<file path="src/rtl/counter_pkg.sv">
// Shared direction/mode types for the step counter.
package counter_pkg;
  typedef enum logic { UP = 1'b0, DOWN = 1'b1 } dir_e;
  typedef enum logic { WRAP = 1'b0, SAT = 1'b1 } mode_e;
endpackage

</file>
<file path="src/rtl/mod_step_next.sv">
// Combinational next-count and wrap/saturation event for one step.
// Latency: 0 (pure logic); no backpressure.
module mod_step_next
  import counter_pkg::*;
#(
  parameter int N   = 4,
  parameter int MAX = 2**N - 1,
  parameter int SW  = 2
) (
  input  logic [N-1:0]  cur,
  input  dir_e          dir,
  input  mode_e         mode,
  input  logic [SW-1:0] step,
  output logic [N-1:0]  nxt,
  output logic          wrapped
);
  // One extra bit so MAX+1 == 2**N and cur+step never overflow.
  localparam logic [N:0] MAX_W = (N+1)'(MAX);
  localparam logic [N:0] MOD_W = (N+1)'(MAX + 1);

  logic [N:0] cur_w;
  logic [N:0] stp_w;
  logic [N:0] stp_eff;
  logic [N:0] sum;
  logic [N:0] dif;

  always_comb begin
    cur_w   = {1'b0, cur};
    stp_w   = (N+1)'(step);
    stp_eff = stp_w;
    // Oversized steps fold back so a wrap-mode step crosses the bound at most once.
    if (mode == WRAP && stp_w > MOD_W) begin
      stp_eff = stp_w % MOD_W;
    end
    sum     = cur_w + stp_eff;
    dif     = cur_w + MOD_W - stp_eff;
    nxt     = cur;
    wrapped = 1'b0;
    if (dir == UP) begin
      if (sum > MAX_W) begin
        wrapped = 1'b1;
        nxt     = (mode == SAT) ? MAX_W[N-1:0] : N'(sum - MOD_W);
      end else begin
        nxt = sum[N-1:0];
      end
    end else begin
      if (stp_eff > cur_w) begin
        wrapped = 1'b1;
        nxt     = (mode == SAT) ? '0 : dif[N-1:0];
      end else begin
        nxt = N'(cur_w - stp_eff);
      end
    end
  end
endmodule

</file>
<file path="src/rtl/step_counter.sv">
// Up/down step counter with wrap or saturate mode and a one-cycle wrap pulse.
// Latency: 1 cycle from sampled inputs to out/wrap; no backpressure, accepts every cycle.
module step_counter
  import counter_pkg::*;
#(
  parameter int N   = 4,
  parameter int MAX = 2**N - 1,
  parameter int SW  = 2
) (
  input  logic          clk,
  input  logic          nrst,
  input  logic          en,
  input  logic          down,
  input  logic [SW-1:0] step,
  input  logic          sat,
  input  logic          load,
  input  logic [N-1:0]  load_val,
  output logic [N-1:0]  out,
  output logic          wrap,
  output logic          at_max,
  output logic          at_min
);
  localparam logic [N-1:0] MAX_N = N'(MAX);

  logic [N-1:0] nxt;
  logic         wrapped;

  mod_step_next #(
    .N   (N),
    .MAX (MAX),
    .SW  (SW)
  ) u_next (
    .cur     (out),
    .dir     (dir_e'(down)),
    .mode    (mode_e'(sat)),
    .step    (step),
    .nxt     (nxt),
    .wrapped (wrapped)
  );

  always_ff @(posedge clk) begin
    if (!nrst) begin
      out  <= '0;
      wrap <= 1'b0;
    end else if (load) begin
      out  <= (load_val > MAX_N) ? MAX_N : load_val;
      wrap <= 1'b0;
    end else if (en) begin
      out  <= nxt;
      wrap <= wrapped;
    end else begin
      wrap <= 1'b0;
    end
  end

  assign at_max = (out == MAX_N);
  assign at_min = (out == '0);
endmodule

</file>
<file path="config.mk">
export PLATFORM = sky130hd
export DESIGN_NAME = step_counter
export DESIGN_NICKNAME = d
export VERILOG_FILES = /design/src/rtl/counter_pkg.sv /design/src/rtl/mod_step_next.sv /design/src/rtl/step_counter.sv
export SDC_FILE = /design/constraint.sdc
export NUM_CORES = 1
export LEC_CHECK = 0
export ABC_AREA = 1
export CORE_AREA = 2 2 39 41
export DETAILED_ROUTE_END_ITERATION = 16
export DIE_AREA = 0 0 41 43
export GPL_ROUTABILITY_DRIVEN = 0
export PLACE_DENSITY_LB_ADDON = 0.2
export SYNTH_ARGS = -nofsm -noshare
export SYNTH_HDL_FRONTEND = slang
export SYNTH_SLANG_ARGS = --single-unit
</file>
<file path="constraint.sdc">
create_clock -name clk -period 2.1 [get_ports clk]
set_input_delay 0.42 -clock clk [delete_from_list [all_inputs] [get_ports clk]]
set_output_delay 0.42 -clock clk [all_outputs]
set_load 0.01 [all_outputs]
</file>
==> tab_implementation.tex <==
\begin{tabular}{lr}
\hline
Metric & Value \\
\hline
\multicolumn{2}{l}{\textbf{Critical path}} \\
\quad Internal reg-to-reg setup slack & 0.34 ns \\
\quad Delay of the slowest cell on the worst path & 0.58 ns \\
\quad Critical path data arrival time & 1.58 ns \\
\quad CP bufs+invs & 2 \\
\quad Critical path cell sequence & inv\_2 -> nor4\_1 -> clkdlybuf4s50\_1 \\
\quad Destination of the worst register-to-register timing path & out[3]\$\_SDFFE\_PN0P\_ \\
\quad Worst Path Max Fanout & 5 \\
\quad Depth of the worst register-to-register path & 10 \\
\quad Worst setup EP type & output pin \\
\quad Worst-path cell with the longest stage delay & clkdlybuf4s50\_1 \\
\quad Category of cells accounting for the largest share of critical-path delay & buffers and inverters \\
\quad Element type at the critical path start & flip-flop \\
\quad Worst reg2reg startpoint & out[0]\$\_SDFFE\_PN0P\_ \\
\quad Type of the setup path with the least slack & flip-flop to output pin \\
\quad Data required time of the critical path & 1.68 ns \\
\multicolumn{2}{l}{\textbf{Yosys}} \\
\quad Number of enable-type register cells in the synthesized netlist & 0 \\
\quad Parity-gate share of the synthesized area counting xor and xnor cells & 0.0164 \\
\quad Post-synth top area cell & dfxtp\_1 \\
\quad Leading cell types by count after synthesis & nand2\_1 (20), inv\_1 (12), nand3\_1 (6), dfxtp\_1 (5) \\
\quad Post-Synthesis Cell Area & 534 sq um \\
\quad Cell count after synthesis & 79 \\
\quad Asr flop ratio synth & 0 \\
\quad Number of nets produced by synthesis & 97 \\
\quad Post-synthesis adder-cell area fraction & 0.169 \\
\quad Number of different library cells in the post-synthesis netlist & 22 \\
\quad Leading cell types by total area after synthesis & dfxtp\_1 (19\%), nand2\_1 (14\%), ha\_1 (9.4\%), inv\_1 (8.4\%), fa\_1 (7.5\%) \\
\quad Yosys warns & 0 \\
\quad Dominant combinational cell family by area after synthesis & simple AND/OR/NAND/NOR gates \\
\quad Portion of synthesized cell area occupied by the leading cell type & 0.187 \\
\quad FF+latch count, synth & 5 \\
\quad Prevailing post-synth register cell & dfxtp\_1 \\
\quad Most numerous cell in the Yosys netlist & nand2\_1 \\
\quad Multiplexer share of the synthesized area & 0 \\
\quad Compound-Gate Fraction of Synth Area & 0.166 \\
\quad Syn Area/Cell & 6.76 sq um \\
\quad Share of synthesized area occupied by flip-flops and latches & 0.187 \\
\quad Simple-gate share of the synthesized area & 0.316 \\
\multicolumn{2}{l}{\textbf{Floorplan}} \\
\quad Die extent in y & 43 um \\
\quad Placeable core region & 1380 sq um \\
\quad Number of core rows & 14 \\
\quad Die width & 41 um \\
\quad Number of primary I/O pins & 19 \\
\quad Area of the die & 1760 sq um \\
\quad Starting density of the core & 0.386 \\
\multicolumn{2}{l}{\textbf{STA}} \\
\quad Aggregate negative setup slack & 0 ns \\
\quad Slew at the pin with the worst max-slew slack & 0.244 ns \\
\quad Highest clock frequency the design can meet & 0.499 GHz \\
\quad Unrepaired setup endpoints after global routing & no \\
\quad Post-Route Skew & 0.00515 ns \\
\quad Final-report hold violation count & 0 \\
\quad Share of the clock period used by the worst path after layout & 0.953 \\
\quad Remaining max-slew budget at the tightest pin & 0.837 \\
\quad Final min period & 2.00 ns \\
\quad Final-report max-slew violation count & 0 \\
\quad Finish-stage setup viols & 0 \\
\multicolumn{2}{l}{\textbf{Clock network}} \\
\quad Clock Latency Late Sink & 0.25 ns \\
\quad Cell at the root of the clock tree & clkbuf\_4 \\
\quad Sink count of the clock tree & 5 \\
\quad Number of buffers created by CTS & 3 \\
\quad TritonCTS clock tree & yes \\
\quad Post-CTS Setup Inserts & 0 \\
\quad Count of hold buffers inserted by post-cts repair & 0 \\
\quad Quantity of gates resized following cts & 0 \\
\quad Deepest level of the CTS H-tree & 1 \\
\quad Max Buffers Root-to-Sink & 2 \\
\quad Clock slew at the register clock pins of the worst setup and hold paths & 0.05 ns \\
\multicolumn{2}{l}{\textbf{Power}} \\
\quad Max VDD drop & 0.000277 V \\
\quad Leakage power total & 0.372 nW \\
\quad Power per Cell Area & 488 nW/um\^{}2 \\
\multicolumn{2}{l}{\textbf{Min path}} \\
\quad Worst hold path cell count & 2 \\
\quad Worst min-delay path class & flip-flop to flip-flop \\
\quad Source of the worst hold timing path & out[3]\$\_SDFFE\_PN0P\_ \\
\quad Worst min-delay path endpoint & out[3]\$\_SDFFE\_PN0P\_ \\
\multicolumn{2}{l}{\textbf{GRT}} \\
\quad Overall routing resource usage & 0.175 \\
\quad Maximum number of pins on one net before global-route repair & 8 \\
\quad Wire length of the first global-routing pass & 2100 um \\
\quad GR Overflow Total & 0 \\
\quad Antenna violations before repair & 0 \\
\quad Via count of the first global-routing pass & 507 \\
\multicolumn{2}{l}{\textbf{Outcome}} \\
\quad Status & completed \\
\multicolumn{2}{l}{\textbf{Finish}} \\
\quad Util after Layout & 0.555 \\
\quad Layout Cells excl Fill & 119 \\
\quad Fraction of layout cells with a size suffix above 1 & 0.146 \\
\quad Final instance area & 768 sq um \\
\quad Number of diodes added for antenna fixing & 0 \\
\quad Final \#Nets & 122 \\
\quad Synthesis-to-layout area growth & 43.8\% \\
\multicolumn{2}{l}{\textbf{Place}} \\
\quad Dpl cell area & 742 sq um \\
\quad Port Buffers & 18 \\
\quad Hpwl dp & 1080 um \\
\quad Placed insts & 115 \\
\multicolumn{2}{l}{\textbf{Detailed routing}} \\
\quad Iteration-0 DRC count of the detailed router & 9 \\
\quad Total via count in the routed design & 573 \\
\quad First-pass iteration count of the detailed router & 5 \\
\quad Average vias per placed instance & 4.82 \\
\quad Average routed wire per standard cell & 10.4 um \\
\quad DRC Markers & 0 \\
\quad Overall routed net length & 1240 um \\
\quad Antenna violation net count after detailed routing & 0 \\
\multicolumn{2}{l}{\textbf{Run}} \\
\quad Count of max-cap constraint violations & 0 \\
\hline
\end{tabular}
==> cells in the final DEF, fill, tap and decap left out, drive strengths merged <==
master          n
buf             4
dfxtp           5
nor2            7
inv            14
a31oi           2
o221ai          1
nand3           6
nand4           1
clkbuf          4
o21ai           4
ha              4
xor2            1
a22oi           1
fa              2
a21oi           5
nand2          21
nor4            2
o211ai          1
clkdlybuf4s50  18
==> where the power goes <==
group	switching [W]	total, W	leakage, nW	internal, W
logic	0.0000750	0.000152	0.316	0.0000768
registers	0.00000793	0.000110	0.0413	0.000102
clock network	0.0000412	0.000113	0.0150	0.0000720
==> cells by family (layout without fill, tap and decap cells) <==
| family | Yosys count | after routing |
|---|---|---|
| AND/OR/NAND/NOR | 37 | 37 |
| XOR/XNOR | 1 | 1 |
| AO/OA/AOI/OAI | 14 | 14 |
| flip-flops | 5 | 5 |
| buffers and inverters | 16 | 40 |
| adder cells (fa/ha/maj) | 6 | 6 |
==> area by class of cell <==
type | instances | area (sq um)
Timing Repair Buffer | 22 | 210
Clock buffer | 4 | 26.3
Inverter | 14 | 55.1
Sequential cell | 5 | 100
Fill cell | 160 | 616
Multi-Input combinational cell | 58 | 357
Tap cell | 16 | 20.0
==> registers in the layout, summed over array words and instances (netlist names) <==
name	count
wrap	1
out	4
==> worst reg2reg max path: stages (launching register included) <==
cell and delay, ns:
dfxtp_1 0.40, inv_1 0.08, ha_1 0.22, fa_1 0.45
nand2_4 0.11, nor2_2 0.05, nor2_2 0.11, a21oi_2 0.06
nand2_1 0.07, nand2_1 0.06, a21oi_2 0.10
==> through the flow <==
stage | setup WS, ns | hold slack, ns | total power, W
finish | 0.0978 | 0.524 | 0.000375
global route | 0.00842 | 0.547 | 0.000406
CTS | 0.0516 | 0.533 | 0.000381
detailed placement | -0.0725 | 0.529 | 0.000265
global placement | -0.0414 | 0.517 | 0.000263
floorplan | 0.448 | 0.540 | 0.000201
==> worst max path at each step <==
stage,from,endpoint,depth (start not counted)
floorplan,out[0]$_SDFFE_PN0P_,out[3]$_SDFFE_PN0P_,10
global placement,step[0],out[3]$_SDFFE_PN0P_,10
detailed placement,step[0],out[3]$_SDFFE_PN0P_,10
CTS,out[3]$_SDFFE_PN0P_,at_max,3
global route,out[3]$_SDFFE_PN0P_,at_max,3
finish,out[3]$_SDFFE_PN0P_,at_max,3
==> routing by layer <==
metal  GRT usage  routed length, um  vias up
li1            -                  -      302
met1       0.237                573      256
met2       0.250                601       15
met3      0.0785                 59        0
met4      0.0400                  0        0
met5           0                  0        -
No activity file was read; power rests on OpenSTA's default activity.
